File: config.mk
export PLATFORM = sky130hd
export DESIGN_NAME = intr_ctrl
export DESIGN_NICKNAME = d
export VERILOG_FILES = /design/src/rtl/intr_pkg.sv /design/src/rtl/intr_prio_enc.sv /design/src/rtl/intr_ctrl.sv
export SDC_FILE = /design/constraint.sdc
export NUM_CORES = 1
export LEC_CHECK = 0
export BUFFER_PORTS_ARGS = -buffer_cell sky130_fd_sc_hd__buf_2
export CORE_MARGIN = 5
export CORE_UTILIZATION = 48
export CTS_CLUSTER_DIAMETER = 120
export DETAILED_ROUTE_END_ITERATION = 8
export PLACE_DENSITY = 0.79
export SKIP_LAST_GASP = 1
export SLEW_MARGIN = 20
export SYNTH_ARGS = -nofsm -noshare
export SYNTH_HDL_FRONTEND = slang
export SYNTH_SLANG_ARGS = --single-unit
File: constraint.sdc
create_clock -name Clk -period 1.9 [get_ports Clk]
set_clock_uncertainty 0.2 [all_clocks]
set_input_delay 0.38 -clock Clk [delete_from_list [all_inputs] [get_ports Clk]]
set_output_delay 0.38 -clock Clk [all_outputs]
set_load 0.03 [all_outputs]
File: src/rtl/intr_pkg.sv
// rtl/intr_pkg.sv - shared types and constants for the interrupt controller
package intr_pkg;

  typedef enum logic [1:0] {
    IDLE    = 2'd0,
    REQ     = 2'd1,
    SERVICE = 2'd2
  } state_t;

  localparam logic [31:0] VEC_BASE_DFLT   = 32'h0000_0080;
  localparam int          VEC_STRIDE_DFLT = 4;

  // Cause width: ceil(log2(n)), never below one bit.
  function automatic int cw_of(input int n);
    return (n <= 2) ? 1 : $clog2(n);
  endfunction

endpackage

File: src/rtl/intr_prio_enc.sv
// rtl/intr_prio_enc.sv - lowest-index-first priority encoder with any-valid flag
module intr_prio_enc #(
  parameter int N  = 4,
  parameter int CW = 2
) (
  input  logic [N-1:0]  req,
  output logic [CW-1:0] idx,
  output logic          any
);

  // Scan downwards so the lowest set index is the last one written.
  always_comb begin
    idx = '0;
    any = 1'b0;
    for (int i = N - 1; i >= 0; i--) begin
      if (req[i]) begin
        idx = CW'(i);
        any = 1'b1;
      end
    end
  end

endmodule

File: src/rtl/intr_ctrl.sv
// rtl/intr_ctrl.sv - interrupt controller: sync, pending, mask, priority, Intr/Inta/Eoi handshake
module intr_ctrl
  import intr_pkg::*;
#(
  parameter int          N          = 4,
  parameter logic [31:0] VEC_BASE   = VEC_BASE_DFLT,
  parameter int          VEC_STRIDE = VEC_STRIDE_DFLT,
  parameter logic [N-1:0] MASK_RST  = '0,
  localparam int         CW         = cw_of(N)
) (
  input  logic          Clk,
  input  logic          Clr,
  input  logic [N-1:0]  Irq,
  input  logic          MaskWe,
  input  logic [N-1:0]  MaskIn,
  input  logic          Inta,
  input  logic          Eoi,
  output logic          Intr,
  output logic [CW-1:0] Cause,
  output logic [31:0]   Vector,
  output logic [N-1:0]  Pending,
  output logic [N-1:0]  Mask,
  output logic          InService
);

  state_t         state;
  logic [N-1:0]   s1, s2, s3;
  logic [N-1:0]   pend, mask_q;
  logic [N-1:0]   edges, eligible, clr;
  logic [CW-1:0]  win;
  logic           any;

  assign edges    = s2 & ~s3;
  assign eligible = pend & ~mask_q;
  assign Pending  = pend;
  assign Mask     = mask_q;

  intr_prio_enc #(.N(N), .CW(CW)) u_enc (
    .req (eligible),
    .idx (win),
    .any (any)
  );

  // Only the committed cause is cleared, and only on the acknowledge.
  always_comb begin
    clr = '0;
    if (state == REQ && Inta) clr[Cause] = 1'b1;
  end

  always_ff @(posedge Clk or posedge Clr) begin
    if (Clr) begin
      s1     <= '0;
      s2     <= '0;
      s3     <= '0;
      pend   <= '0;
      mask_q <= MASK_RST;
    end else begin
      s1   <= Irq;
      s2   <= s1;
      s3   <= s2;
      pend <= (pend & ~clr) | edges;
      if (MaskWe) mask_q <= MaskIn;
    end
  end

  always_ff @(posedge Clk or posedge Clr) begin
    if (Clr) begin
      state     <= IDLE;
      Intr      <= 1'b0;
      InService <= 1'b0;
      Cause     <= '0;
      Vector    <= VEC_BASE;
    end else begin
      case (state)
        IDLE: begin
          if (any) begin
            Cause  <= win;
            Vector <= VEC_BASE + 32'(win) * 32'(VEC_STRIDE);
            Intr   <= 1'b1;
            state  <= REQ;
          end
        end
        REQ: begin
          if (Inta) begin
            Intr      <= 1'b0;
            InService <= 1'b1;
            state     <= SERVICE;
          end
        end
        SERVICE: begin
          if (Eoi) begin
            InService <= 1'b0;
            state     <= IDLE;
          end
        end
        default: begin
          Intr      <= 1'b0;
          InService <= 1'b0;
          state     <= IDLE;
        end
      endcase
    end
  end

endmodule
Yosys cells after proc, flatten, opt, wreduce, memory -nomap -nowiden:

Index checks and enable logic that the tools add are counted.

* latch bits: 0
* register bits: 58
* memories kept: 0
* input port bits: 13
* ROM bits: 0
* RAM bits: 0
* output and inout port bits: 44

* bitwise logic cells: 9
* add/sub/neg operators: 1
* shifts and indexed selects: 0
* $mul: 0
* multiplexer cells: 21
* reduce and logical (&&, ||, !) cells: 7
* order comparisons: 2
* equality and inequality tests: 5
* div/mod/pow operators: 0

Operators by type and width (count)
* 2-bit two-way mux: 7
* 4-bit AND: 3
* 4-bit inverter: 3
* 8-bit by 4-bit adder with 9-bit output, first input constant: 1
* 1-bit two-way mux: 9
* 3-bit AND reduction: 3
* 2-bit inequality test, second input constant: 3
* 1-bit one-hot mux with 3 select lines: 2
* 2-bit one-hot mux with 3 select lines: 1
* 4-bit two-way mux: 1
* 4-bit bitwise OR: 1
* 2-bit by 3-bit less-than comparator with 1-bit output, second input constant: 1
* 1-bit demux with 2-bit select: 1
* 2-bit by 1-bit equality test with 1-bit output, second input constant: 1
* 2-bit equality test, second input constant: 1
* 2-bit by 1-bit greater-or-equal comparator with 1-bit output, second input constant: 1
* 1-bit logical AND: 2
* 2-bit logical NOT: 1
* 1-bit inverter: 2
* 2-bit AND reduction: 1

Longest topological paths before layout:

Gate-level depths: netlist (run 1).

* depth in word-level cells: 8
* mapped depth: 3

Modules after synthesis:

A second synthesis (run 1) with hierarchy kept.

* cells, all modules: 110
* area total of the unflattened synthesis: 1209.9 sq um

By module, submodules not included
* intr_ctrl: area an instance 1174.9 sq um, instances 1, cells each 103, seq. area each 650.6 sq um
* intr_prio_enc: area an instance 35.0 sq um, instances 1, cells each 7, seq. area each 0.0 sq um

Worst setup path after synthesis (run 1):

No wires, ideal clock.

* kind: reg-to-reg
* from: reg pend[2] (netlist: Pending[2])
* to: reg state[0]
* data required time: 1.565 ns
* cell stages (with the launch flop): 4
* data arrival time: 1.105 ns
* path buffers: 0
* setup slack: 0.460 ns
* path through: dfrtp_1 nor2b_1 o41ai_2 o21ai_1

* cells in the longest elaborated chain, start to end: 6

Ends and longest elaborated chain
* start, declared: line intr_ctrl.sv:28 `logic [N-1:0] pend, mask_q;`
* start signal, assigned: line intr_ctrl.sv:61 `pend <= (pend & ~clr) | edges;`
* 4-bit AND: line intr_ctrl.sv:34 `assign eligible = pend & ~mask_q;`
* 1-bit two-way mux (3 in a row): line intr_prio_enc.sv:16 `if (req[i]) begin`
* 2-bit inequality test (no source line)
* 3-bit AND reduction (no source line)
* end signal, assigned: line intr_ctrl.sv:68 `state <= IDLE;`
* end signal, assigned: line intr_ctrl.sv:80 `state <= REQ;`
* end signal, assigned: line intr_ctrl.sv:87 `state <= SERVICE;`
* end, declared: line intr_ctrl.sv:26 `state_t state;`

No other way between the ends.
A chain may end at the register's enable or synchronous reset.

Final worst setup path (run 1):

* from: reg mask_q[3] (netlist: Mask[3])
* to: out Mask[3]

RTL lines
* start, declared: line intr_ctrl.sv:28
* start signal, assigned: line intr_ctrl.sv:62 `if (MaskWe) mask_q <= MaskIn;`
* end, declared: line intr_ctrl.sv:22 `output logic [N-1:0] Mask,`

No word-level cell between the ends.

==> results.json, run 1 <==
{
  "status": "complete, no violations",
  "antenna_found_initial": 0,
  "placed_cell_area_um2": 1222,
  "die_x_um": 59.63,
  "synthesis.area_um2": 1182,
  "port_buffers": 26,
  "fin_crit_ps": 1570,
  "crit_family": "flip-flops",
  "leakage_nw": 0.6704,
  "cp.arrival_ps": 990,
  "min_period_over_period_pct": 82.65,
  "drt_wl_total_um": 1777,
  "max_freq_mhz": 636.8,
  "clockBufferDepth": 2,
  "cts_resized": 0,
  "firstDrtPassIters": 2,
  "grt_max_degree": 27,
  "crit_cells": 1,
  "crit_chain": "buf_2",
  "slew_violations": 0,
  "cpPeakStageDelay_ps": 450,
  "ioPinCount": 57,
  "required_ps": 1320,
  "dr_total_vias": 716,
  "critPathKind": "flip-flop to output port",
  "holdBufCountCts": 5,
  "hold_start": "MaskIn[3]",
  "placementRows": 18,
  "synth.distinct_cells": 21,
  "crit_start": "Mask[3]",
  "hold_viol_final": 0,
  "maxCapViolCount": 0,
  "die-area_um2": 3556,
  "dpl.hpwl_um": 1436,
  "postRouteAntennaNets": 0,
  "cp-end-kind": "output port",
  "core_region_area_um2": 2410,
  "drive_above_1_share_pct": 27.74,
  "track_usage_pct": 10.65,
  "multi_input_area_um2": 370.4,
  "routed_via_density": 4.287,
  "rr_worst_depth": 3,
  "power.density_nw_per_um2": 1427,
  "regToRegStartpoint": "Pending[3]",
  "ir_worst_vdd_mv": 0.7272,
  "rsz0062_at_grt": "false",
  "cts.sinks": 26,
  "start_kind": "flip-flop",
  "synth_seq_cells": 26,
  "final_area_um2": 1325,
  "yosysSeqAreaShare_pct": 55.03,
  "fillers": 210,
  "postCtsSetupRepairBufs": 0,
  "critPathMaxFanout": 3,
  "synth_cells": 105,
  "die_h_um": 59.63,
  "grt_pass1_vias": 706,
  "clkSlewWorstSetupHoldPaths_ps": 130,
  "yosysWarnings": 0,
  "grt_first_pass_wirelength_um": 2877,
  "fin_setup_tns_ps": 0,
  "drc": 0,
  "root_buffer": "clkbuf_4",
  "postSynthAreaPerCell_um2": 11.26,
  "cp_slowest_cell": "dfrtp_1",
  "start_util_pct": 49.07,
  "clk_latency_ps": 310,
  "setup_violations": 0,
  "drtIter0Drc": 1,
  "htreeDepth": 1,
  "finalWeightedCongestion": 0.7601,
  "routed_wire_length_per_instance_um": 10.64,
  "antenna_cells": 0,
  "syn_to_final_growth_pct": 12.06,
  "whs_path_depth": 2,
  "tritoncts": "built",
  "overflow": 0,
  "layout.nets": 151,
  "ff_latch_area_um2": 650.6,
  "cp_num_buf_inv": 1,
  "holdCritPathClass": "input pin to flip-flop",
  "cts_buffers": 3
}
## logic make-up (layout without fill, tap and decap cells)
kind of cell	after synthesis	after routing	synth area share, %
simple gates	14	14	7.514
other cells	2	30	0.6352
compound gates	20	20	10.48
buf+inv	39	43	22.54
flops	26	26	55.03
mux	4	4	3.809
## cell type report
cell class / instances / area share, %
multi-input cells: 68 / 27.95
clock inverters: 1 / 2.266
well taps: 30 / 2.833
flip-flops and latches: 26 / 49.10
inverters: 7 / 1.983
clock buffers: 3 / 1.700
repair buffers: 32 / 14.16
## flip-flops by register name (all words and copies together) (netlist names)
| name | flops |
|---|---|
| Cause | 2 |
| InService | 1 |
| Intr | 1 |
| Mask | 4 |
| Pending | 4 |
| s1 | 4 |
| s2 | 4 |
| s3 | 4 |
| state | 2 |
## Yosys cell counts, drive strengths merged
cell	number	area, um2
o21a	1	7.510
nor2	2	10.01
inv	7	26.28
a21oi	2	10.01
a22oi	1	7.510
nand4b	1	8.760
a21o	1	7.510
nand2b	3	18.77
nor2b	4	32.53
conb	2	7.510
o21ai	12	60.05
nand3b	1	7.510
o41ai	1	16.27
mux2	4	45.04
dfrtp	26	650.6
buf	32	240.2
o31ai	2	15.01
nand2	3	11.26
## per-layer routing
layer  GRT usage [%]  vias up  part of all wire (%)  wire length (um)
met4           4.747        0                  0.73                13
met2           18.25       31                    51               907
met3           2.179        2                    12               205
met5               0        -                     0                 0
li1                -      345                     -                 -
met1           12.80      338                    37               651
## where the power goes
group          switching, W  internal [W]
Clock              0.000152      0.000213
Combinational      0.000497      0.000235
Sequential         0.000121      0.000674
Total              0.000770       0.00112
## through the flow
step / hold WS, ps / std cells / setup slack (ps) / util, % / power, W
floorplan: 131.2 / 133 / 459.5 / - / 0.001416
global placement: 131.6 / 158 / 597.8 / 50.73 / 0.001525
detailed placement: 137.3 / 158 / 529.4 / 50.73 / 0.001540
CTS: 73.05 / 167 / 301.5 / 54.98 / 0.001917
global route: 70.56 / 167 / 253.8 / 54.98 / 0.002022
finish: 85.91 / 167 / 329.7 / 54.98 / 0.001891
## layout by cell type (no fill, tap or decap), types with 2 or more instances in the layout
| cell | Yosys | final |
|---|---|---|
| conb_1 | 2 | 30 |
| dfrtp_1 | 26 | 26 |
| buf_2 | 0 | 26 |
| o21ai_1 | 9 | 9 |
| inv_1 | 7 | 7 |
| dlygate4sd3_1 | 0 | 5 |
| mux2_2 | 4 | 4 |
| nand2b_1 | 3 | 3 |
| nor2b_1 | 3 | 3 |
| o21ai_0 | 3 | 3 |
| nand2_1 | 3 | 3 |
| clkbuf_4 | 0 | 3 |
| o31ai_1 | 2 | 2 |
| a21oi_1 | 2 | 2 |
## worst paths after layout
path	end	slack, ps
max in group asynchronous	Intr	820
worst max-delay path	Mask[3]	330
worst min-delay path	Mask[3]	90
worst max register to register	state[0]	520
min in group asynchronous	s2[1]	440
worst min register to register	s2[1]	160
Power figures use the tool's default switching activity.
==> inputs of run 2 (changes only) <==
CORE_UTILIZATION = 45   (was 48)
PLACE_DENSITY = 0.74   (was 0.79)
clock period = 1.6 ns   (was 1.9 ns; I/O delays follow)
==> run 2 against run 1 <==
Against the previous run: utilization shrank 2.6 points; routed wire length grew 8.3%; register-to-register slack lost 300 ps; worst setup slack lost 230 ps; sequential share of layout area grew 0.66 points.
==> results.json, run 2 (same netlist as run 1, synthesis figures left out) <==
{
  "postRouteAntennaNets": 0,
  "layout_common_cells": "conb_1, buf_2, dfrtp_1, o21ai_1, inv_1",
  "cpPeakStageDelay_ps": 450,
  "crit_cells": 1,
  "grt_first_pass_wirelength_um": 2911,
  "clkSlewWorstSetupHoldPaths_ps": 130,
  "clk_latency_ps": 310,
  "rr_endpoint": "state[0]",
  "routed_wire_length_per_instance_um": 11.53,
  "whs_path_depth": 2,
  "fin_setup_tns_ps": 0,
  "drtIter0Drc": 9,
  "htreeDepth": 1,
  "crit_start": "Mask[3]",
  "critPathMaxFanout": 3,
  "p_comb_share_pct": 40.9,
  "firstDrtPassIters": 4,
  "core_region_area_um2": 2500,
  "crit_chain": "buf_2",
  "power.density_nw_per_um2": 1643,
  "dr_total_vias": 718,
  "start_util_pct": 47.30,
  "die_x_um": 61.26,
  "swShare_pct": 43.28,
  "dpl.hpwl_um": 1522,
  "cts_buffers": 3,
  "rr_worst_depth": 3,
  "regToRegSetupSlack_ps": 220,
  "fin_crit_ps": 1505,
  "layout.nets": 151,
  "grt_max_degree": 27,
  "die-area_um2": 3753,
  "seq_power_share_pct": 44.4,
  "placedCellCount": 158,
  "rsz0062_at_grt": "false",
  "switchingPower_w": 0.0009314,
  "cp-end-kind": "output port",
  "critPathKind": "flip-flop to output port",
  "start_kind": "flip-flop",
  "crit_family": "flip-flops",
  "cp_slowest_cell": "dfrtp_1",
  "placementRows": 18,
  "required_ps": 1080,
  "tritoncts": "built",
  "clockBufferDepth": 2,
  "port_buffers": 26,
  "finalWeightedCongestion": 0.7420,
  "grt_pass1_vias": 638,
  "setup_violations": 0,
  "routed_via_density": 4.299,
  "antenna_found_initial": 0,
  "power_w": 0.002152,
  "ioPinCount": 57,
  "overflow": 0,
  "leakage_nw": 0.6625,
  "crit_end": "Mask[3]",
  "final_common_cell": "conb_1",
  "drt_wl_total_um": 1925,
  "root_buffer": "clkbuf_4",
  "maxCapViolCount": 0,
  "min_period_over_period_pct": 94.07,
  "syn_to_final_growth_pct": 10.79,
  "intPower_w": 0.001221,
  "ir_worst_vdd_mv": 0.8063,
  "track_usage_pct": 10.87,
  "max_freq_mhz": 664.4,
  "holdCritPathClass": "input pin to flip-flop",
  "drc": 0,
  "antenna_cells": 0,
  "regToRegStartpoint": "Pending[3]",
  "pwr-share-clk_pct": 14.7,
  "stdcell_count": 167,
  "cp_num_buf_inv": 1,
  "drive_above_1_share_pct": 28.47,
  "slew_violations": 0,
  "cp.arrival_ps": 990,
  "status": "complete, no violations",
  "hold_viol_final": 0,
  "die_h_um": 61.26,
  "cts.sinks": 26
}
==> run 2: changes by cell type in the layout (fill, tap and decap cells not counted) <==
cell / before / now
bufinv_16: 1 / 0
clkbuf_8: 0 / 1
dfrtp_1: 26 / 25
dfrtp_2: 0 / 1
==> run 2: worst min path at each step <==
stage,slack (ps),from,end
2_1_floorplan,130,s1[0],s2[0]
3_3_place_gp,130,s1[3],s2[3]
3_5_place_dp,140,s1[0],s2[0]
4_1_cts,20,MaskIn[3],Mask[3]
5_1_grt,6,MaskIn[3],Mask[3]
6_report,30,MaskIn[3],Mask[3]
==> run 2: routing by layer <==
layer | GRT usage (%) | wire [um] | vias to the layer above
met5 | 0 | 0 | -
met4 | 2.786 | 10 | 0
met3 | 4.403 | 229 | 2
met2 | 18.43 | 952 | 38
met1 | 12.80 | 733 | 332
li1 | - | - | 346
==> run 2: power groups by stage <==
stage	sequential (W)	combinational, W	clock, W
final	0.000956	0.000880	0.000317
after global routing	0.000980	0.000956	0.000369
after CTS	0.000955	0.000890	0.000333
after detailed placement	0.000968	0.000879	0
after global placement	0.000953	0.000864	0
after floorplan	0.00114	0.000542	0
==> run 2: layout make-up <==
class / count / area (um2)
Tap cell: 30 / 37.54
Timing Repair Buffer: 32 / 187.7
Clock buffer: 4 / 36.28
Fill cell: 219 / 1190
Multi-Input combinational cell: 68 / 370.4
Sequential cell: 26 / 651.9
Inverter: 7 / 26.28
==> run 2: what timing repair did <==
item | in CTS | in global routing
buffers inserted | 0 | 0
gates resized for setup | 0 | 1
endpoints found under the setup margin | 0 | 2
hold buffers | 5 | 0
endpoints found under the hold margin | 30 | 0
==> run 2: stage by stage <==
stage,setup WS [ps],util [%],cell area (um2),hold slack [ps]
floorplan,159.5,-,1287,131.2
global placement,304.1,48.90,1222,131.9
detailed placement,216.6,48.90,1222,135.8
CTS,32.29,52.35,1309,18.12
global route,27.89,52.40,1310,6.468
finish,94.87,52.40,1310,27.72
